==> config.mk <==
export PLATFORM = sky130hd
export DESIGN_NAME = scm_fifo_ctrl
export DESIGN_NICKNAME = d
export VERILOG_FILES = /design/src/rtl/scm_fifo_pkg.sv /design/src/rtl/scm_fifo_skid.sv /design/src/rtl/scm_fifo_ctrl.sv
export SDC_FILE = /design/constraint.sdc
export NUM_CORES = 1
export LEC_CHECK = 0
export CAP_MARGIN = 30
export CORE_UTILIZATION = 48
export DETAILED_ROUTE_END_ITERATION = 12
export PLACE_DENSITY = 0.87
export SLEW_MARGIN = 20
export SYNTH_ARGS = -nofsm -noshare
export SYNTH_HDL_FRONTEND = slang
export SYNTH_SLANG_ARGS = --single-unit
==> constraint.sdc <==
create_clock -name CLK -period 6.9 [get_ports CLK]
set_input_delay 2.07 -clock CLK [delete_from_list [all_inputs] [get_ports CLK]]
set_output_delay 2.07 -clock CLK [all_outputs]
set_load 0.05 [all_outputs]
==> src/rtl/scm_fifo_pkg.sv <==
// scm_fifo_pkg: shared types and sizing helpers for scm_fifo_ctrl.
//   skid_state_e : output skid buffer occupancy state (value equals words held)
//   fifo_depth   : memory depth for a given address width
//   count_width  : COUNT width, memory depth plus the two skid entries
package scm_fifo_pkg;

    typedef enum logic [1:0] {
        S_EMPTY = 2'd0,
        S_ONE   = 2'd1,
        S_TWO   = 2'd2
    } skid_state_e;

    localparam int CNT_EXTRA = 2;

    function automatic int fifo_depth(input int aw);
        return 1 << aw;
    endfunction

    function automatic int count_width(input int aw);
        return aw + CNT_EXTRA;
    endfunction

endpackage

==> src/rtl/scm_fifo_skid.sv <==
// scm_fifo_skid: 2-entry output skid buffer fed by the scm65 read port.
//   CLK, RSTN  : clock, asynchronous active-low reset
//   capture    : MEM_DOUT holds a word issued last cycle; take it now
//   din        : word to capture
//   pop        : consumer takes the head entry this cycle
//   out_valid  : head entry is valid
//   occ        : entries held (0..2)
//   out_data   : head entry, stable until popped
module scm_fifo_skid
    import scm_fifo_pkg::*;
#(
    parameter int DATA_WIDTH = 64
)(
    input  logic                  CLK,
    input  logic                  RSTN,
    input  logic                  capture,
    input  logic [DATA_WIDTH-1:0] din,
    input  logic                  pop,
    output logic                  out_valid,
    output logic [1:0]            occ,
    output logic [DATA_WIDTH-1:0] out_data
);

    skid_state_e state, state_nxt;
    logic [DATA_WIDTH-1:0] spill;

    always_ff @(posedge CLK or negedge RSTN)
        if (!RSTN) state <= S_EMPTY;
        else state <= state_nxt;

    // Capture while S_TWO is excluded by the read-issue rule upstream.
    always_comb begin
        state_nxt = state;
        case (state)
            S_EMPTY: state_nxt = capture ? S_ONE : S_EMPTY;
            S_ONE:   state_nxt = (capture && !pop) ? S_TWO : (!capture && pop) ? S_EMPTY : S_ONE;
            default: state_nxt = pop ? S_ONE : S_TWO;
        endcase
    end

    always_ff @(posedge CLK or negedge RSTN)
        if (!RSTN) begin
            out_data <= '0;
            spill    <= '0;
        end else begin
            if (state == S_TWO && pop) out_data <= spill;
            else if (capture && (state == S_EMPTY || pop)) out_data <= din;
            if (state == S_ONE && capture && !pop) spill <= din;
        end

    assign out_valid = state != S_EMPTY;
    assign occ       = state;

endmodule

==> src/rtl/scm_fifo_ctrl.sv <==
// scm_fifo_ctrl: valid/ready FIFO controller wrapped around the scm65 standard-cell memory.
//   CLK, RSTN            : clock, asynchronous active-low reset
//   IN_VALID/READY/DATA  : push interface
//   OUT_VALID/READY/DATA : pop interface, head word from the skid buffer
//   MEM_WE/WADDR/DIN     : scm65 write port
//   MEM_RE/RADDR/DOUT    : scm65 read port, 1-cycle read latency
//   MEM_SE               : scm65 scan enable, tied low
//   COUNT                : words held in memory, read pipeline and skid buffer
//   FULL, EMPTY          : memory rows all used / COUNT == 0
//   HWM                  : peak COUNT since reset, present only with SCM_FIFO_HWM_EN defined
module scm_fifo_ctrl
    import scm_fifo_pkg::*;
#(
    parameter int ADDR_WIDTH = 6,
    parameter int DATA_WIDTH = 64
)(
    input  logic                  CLK,
    input  logic                  RSTN,
    input  logic                  IN_VALID,
    output logic                  IN_READY,
    input  logic [DATA_WIDTH-1:0] IN_DATA,
    output logic                  OUT_VALID,
    input  logic                  OUT_READY,
    output logic [DATA_WIDTH-1:0] OUT_DATA,
    output logic                  MEM_WE,
    output logic [ADDR_WIDTH-1:0] MEM_WADDR,
    output logic [DATA_WIDTH-1:0] MEM_DIN,
    output logic                  MEM_RE,
    output logic [ADDR_WIDTH-1:0] MEM_RADDR,
    input  logic [DATA_WIDTH-1:0] MEM_DOUT,
    output logic                  MEM_SE,
    output logic [ADDR_WIDTH+1:0] COUNT,
    output logic                  FULL,
`ifdef SCM_FIFO_HWM_EN
    output logic [ADDR_WIDTH+1:0] HWM,
`endif
    output logic                  EMPTY
);

    localparam int DEPTH = fifo_depth(ADDR_WIDTH);
    localparam int CW    = count_width(ADDR_WIDTH);
    localparam logic [ADDR_WIDTH:0] FULL_CNT = (ADDR_WIDTH+1)'(DEPTH);

    logic [ADDR_WIDTH:0] wptr, rptr, mem_cnt;
    logic [1:0] occ;
    logic inflight, push, pop, room;

    assign mem_cnt  = wptr - rptr;
    assign FULL     = mem_cnt == FULL_CNT;
    assign IN_READY = !FULL;
    // RSTN gate drops the write strobe as soon as reset asserts.
    assign push     = IN_VALID && IN_READY && RSTN;
    assign pop      = OUT_VALID && OUT_READY;
    // Skid slots not yet claimed by held or in-flight words; a pop this cycle
    // frees one in time for the capture, which sustains one word per cycle.
    assign room     = occ == 2'd0 || (occ == 2'd1 && !inflight) || pop;

    assign MEM_WE    = push;
    assign MEM_WADDR = wptr[ADDR_WIDTH-1:0];
    assign MEM_DIN   = IN_DATA;
    assign MEM_RE    = mem_cnt != '0 && room;
    assign MEM_RADDR = rptr[ADDR_WIDTH-1:0];
    assign MEM_SE    = 1'b0;
    assign EMPTY     = COUNT == '0;

    always_ff @(posedge CLK or negedge RSTN)
        if (!RSTN) begin
            wptr     <= '0;
            rptr     <= '0;
            inflight <= 1'b0;
            COUNT    <= '0;
        end else begin
            if (push) wptr <= wptr + (ADDR_WIDTH+1)'(1);
            if (MEM_RE) rptr <= rptr + (ADDR_WIDTH+1)'(1);
            inflight <= MEM_RE;
            if (push != pop) COUNT <= push ? COUNT + CW'(1) : COUNT - CW'(1);
        end

`ifdef SCM_FIFO_HWM_EN
    always_ff @(posedge CLK or negedge RSTN)
        if (!RSTN) HWM <= '0;
        else if (COUNT > HWM) HWM <= COUNT;
`endif

    scm_fifo_skid #(.DATA_WIDTH(DATA_WIDTH)) u_skid (
        .CLK       (CLK),
        .RSTN      (RSTN),
        .capture   (inflight),
        .din       (MEM_DOUT),
        .pop       (pop),
        .out_valid (OUT_VALID),
        .occ       (occ),
        .out_data  (OUT_DATA)
    );

endmodule

==> qor_table.md <==
| Metric | Value |
|:---|:---|
| Fraction of power spent switching nets | 43.6% |
| Period utilization | 87.8% |
| End point of the most critical hold path | rptr[6]$_DFFE_PN0P_ |
| Startpoint class of the critical path | input port |
| Synth top area share | 51.3% |
| Worst vdd ir | 0.371 mV |
| Sort of element at the end of the critical path | output pin |
| Transition at the pin with the smallest max-transition slack | 0.932 ns |
| Post-synth top area cell | dfrtp_1 |
| Total via count in the routed design | 4895 |
| Cell mode on critical path | clkdlybuf4s50_1 |
| Count of cells along the worst hold path | 1 |
| Combined area of the multi-input logic cells | 2920 um2 |
| Filler cells | 1238 |
| Clock tree from TritonCTS | done |
| Total CTS buffers | 17 |
| Cell variety after synth | 42 |
| Largest fanout of any net on the critical path | 10 |
| Core area | 15200 um2 |
| Initial cell density of the core | 49.1% |
| Clock input transition at the sequential cells of the worst setup and hold paths | 0.06 ns |
| Congestion Overflow GR | 0 |
| Logic gate share of total power | 53.1% |
| Post-synthesis instance total | 648 |
| Hold Path Class | reg2reg |
| Result of the run | finished, final reports clean |
| Total Negative Setup Slacks | 0 ns |
| WL/cell | 15.9 um |
| Pins over their slew limit | 0 |
| Number of warning messages in the yosys log | 0 |
| Internal portion of total power | 3.04 mW |
| Die Area | 16100 um2 |
| Max-cap violations | 0 |
| Highest cell delay on the worst timing path | 0.87 ns |
| Global Route Usage Sum | 19.4% |
| Minimum setup slack after placement | 0.841 ns |
| Residual DRC count | 0 |
| Crit path time final | 6.06 ns |
| NetSw | 2.35 mW |
| Category of the most critical setup path | in2out |
| Count of antenna diodes in the layout | 0 |
| Critical Path RT | 4.83 ns |
| Netlist Area Pre-Place | 7460 um2 |
| Final WL | 14.8 mm |
| Num Clock Sinks | 153 |
| FF+latch count, synth | 153 |
| Global-route wire length before repair | 24.5 mm |
| Vias in the first global route | 5010 |
| Ports | 287 |
| Depth of the most critical reg-to-reg path | 15 |
| Prevailing post-synth register cell | dfrtp_1 |
| Endpoint of the worst-slack reg-to-reg timing path | COUNT[7]$_DFFE_PN0P_ |
| Library cell contributing the largest single delay on the critical path | clkdlybuf4s50_1 |
| Share of the yosys chip area belonging to registers | 51.3% |
| Pre-antenna DRT Iters | 5 |
| Relative max-transition margin | 37.9% |
| Clock network fraction of total power | 16.3% |
| Average size of a mapped cell | 11.5 um2 |
| Width of the chip | 127 um |
| FF/Latch Area | 3830 um2 |
| Root buf cell | clkbuf_16 |
| Count of input and output buffers | 157 |
| Ratio of cells with drive above 1 in the final layout | 16.0% |
| Final Hold Vio Count | 0 |
| Maximum number of pins on one net before global-route repair | 74 |
| Cell leakage power | 4.07 nW |
| Number of antenna violations at the first check in global routing | 0 |
| Proportion of synthesized flip-flops having asynchronous set or reset | 100% |
| Die Span Y | 127 um |
| Flop-to-flop setup slack | 2.69 ns |
| Number of synthesized flops with an enable pin | 0 |
| Synthesis-to-layout area growth | 23.9% |
| Starting DRC count in detailed routing | 198 |
| Launching point of the worst reg2reg path | rptr[2]$_DFFE_PN0P_ |
| Mean number of vias per cell | 5.28 |
| Deepest clock path buffer count | 2 |
| Setup skew after layout | 0.00799 ns |
| Number of standard-cell rows in the floorplan | 45 |
| Hold path startpoint | rptr[6]$_DFFE_PN0P_ |
| Resized Gates After CTS | 0 |
| Total number of H-tree levels | 4 |
| Unrepaired setup endpoints after global routing | false |
| Final Worst Setup Slack | 0.841 ns |
| Areal power density over the cells | 584 nW/um2 |
| Final setup vio count | 0 |
| Clock latency reported for the late side of the worst-skew pair | 0.41 ns |
| Number of nets with antenna violations after detailed routing | 0 |
| Detailed placer's ending HPWL | 10.1 mm |
| Arrival time of data at the critical path endpoint | 3.99 ns |
| Area contributors post-synth | dfrtp_1 51%, mux2_2 11%, mux2i_1 9.0% |
| Ordered cell list for the critical path | clkdlybuf4s50_1, o22a_1, clkdlybuf4s50_1 |
| Hold_buf cts | 0 |
| Final net count | 874 |
| Maximum achievable frequency | 165 MHz |
| Post-CTS Setup Inserts | 0 |
| Net count after synthesis | 796 |
| Gpl congestion | 0.856 |
| Sequential share of power | 30.6% |
-- state kept, by name, indices dropped and copies added, names as in the netlist --
| name | flops |
|---|---|
| COUNT | 8 |
| inflight | 1 |
| rptr | 7 |
| u_skid.occ | 2 |
| u_skid.out_data | 64 |
| u_skid.spill | 64 |
| wptr | 7 |
-- metal layers --
| layer | up-vias | part of all wire (%) | track usage [%] |
|---|---|---|---|
| met2 | 159 | 47 | 31.2 |
| met4 | 0 | 1.2 | 5.74 |
| met1 | 2394 | 43 | 23.9 |
| met3 | 20 | 8.4 | 8.01 |
| li1 | 2322 | - | - |
| met5 | - | 0 | 0 |
-- critical path, delay by kind of cell --
| family | cells | cell delay (ns) |
|---|---|---|
| buf+inv | 2 | 1.53 |
| compound gates | 1 | 0.38 |
-- cells in the final DEF (no fill, tap or decap), drive strengths merged, types with 3 or more instances in the layout --
master | netlist | final
and3 | 4 | 4
nor2 | 75 | 75
inv | 12 | 13
nand2 | 9 | 9
mux2i | 67 | 67
a31o | 3 | 3
xor2 | 3 | 3
nand4 | 5 | 5
clkbuf | 21 | 20
clkinv | 0 | 7
o21a | 3 | 3
xnor2 | 18 | 18
o21ai | 3 | 3
mux2 | 71 | 71
clkdlybuf4s50 | 0 | 156
ha | 15 | 15
a21oi | 73 | 73
buf | 85 | 9
dfrtp | 153 | 153
-- cells by family after synthesis --
family                     share of synthesized area, %
AOI/OAI and AO/OA                                  7.49
xor gates and xnor gates                           2.46
adders and majority gates                          2.78
buffers and inverters                              9.89
DFF                                                51.3
muxes                                              19.7
other                                            0.0502
and+or+nand+nor                                    6.32
-- Yosys cell counts, types with 3 or more instances --
library cell and count:
nand2_1 9, and3_1 4, o21ai_0 3, a21oi_1 72, mux2_2 71, nand4_1 5
buf_2 5, ha_1 15, a31o_2 3, buf_1 3, buf_4 77, mux2i_1 67
clkbuf_1 21, dfrtp_1 153, xor2_1 3, inv_1 12, xnor2_1 18, o21a_1 3
nor2_1 74
-- per-stage QoR --
step / power, mW / cell area, um2 / util [%] / instances / hold slack, ns
global route: 5.70 / 9250 / 60.8 / 927 / 0.517
floorplan: 3.81 / 7460 / - / 648 / 0.466
global placement: 4.46 / 8660 / 56.9 / 894 / 0.480
CTS: 5.44 / 9220 / 60.7 / 926 / 0.504
finish: 5.40 / 9250 / 60.8 / 927 / 0.497
detailed placement: 4.54 / 8660 / 56.9 / 894 / 0.492
-- power by group through the flow --
stage	sequential (mW)	clock, mW	combinational (mW)
after floorplan	2.37	0	1.44
after global placement	1.64	0	2.83
after detailed placement	1.67	0	2.87
after CTS	1.66	0.900	2.88
after global routing	1.72	0.938	3.05
final	1.65	0.881	2.86
-- worst max path at each step --
stage | from | to | depth (start not counted)
after floorplan | RSTN | MEM_WE | 2
after global placement | OUT_READY | MEM_RE | 3
after detailed placement | OUT_READY | MEM_RE | 3
after CTS | OUT_READY | MEM_RE | 3
after global routing | OUT_READY | MEM_RE | 3
final | OUT_READY | MEM_RE | 3
-- cell type report --
cell class                 instances  share of cell area (%)
multi-input combinational        377                    31.6
tap                              188                    2.54
inverter                          12                   0.487
timing repair buffer             165                    17.9
clock buffer                      20                    4.72
clock inverter                    12                    1.37
sequential                       153                    41.4
No activity file was read; power rests on OpenSTA's default activity.
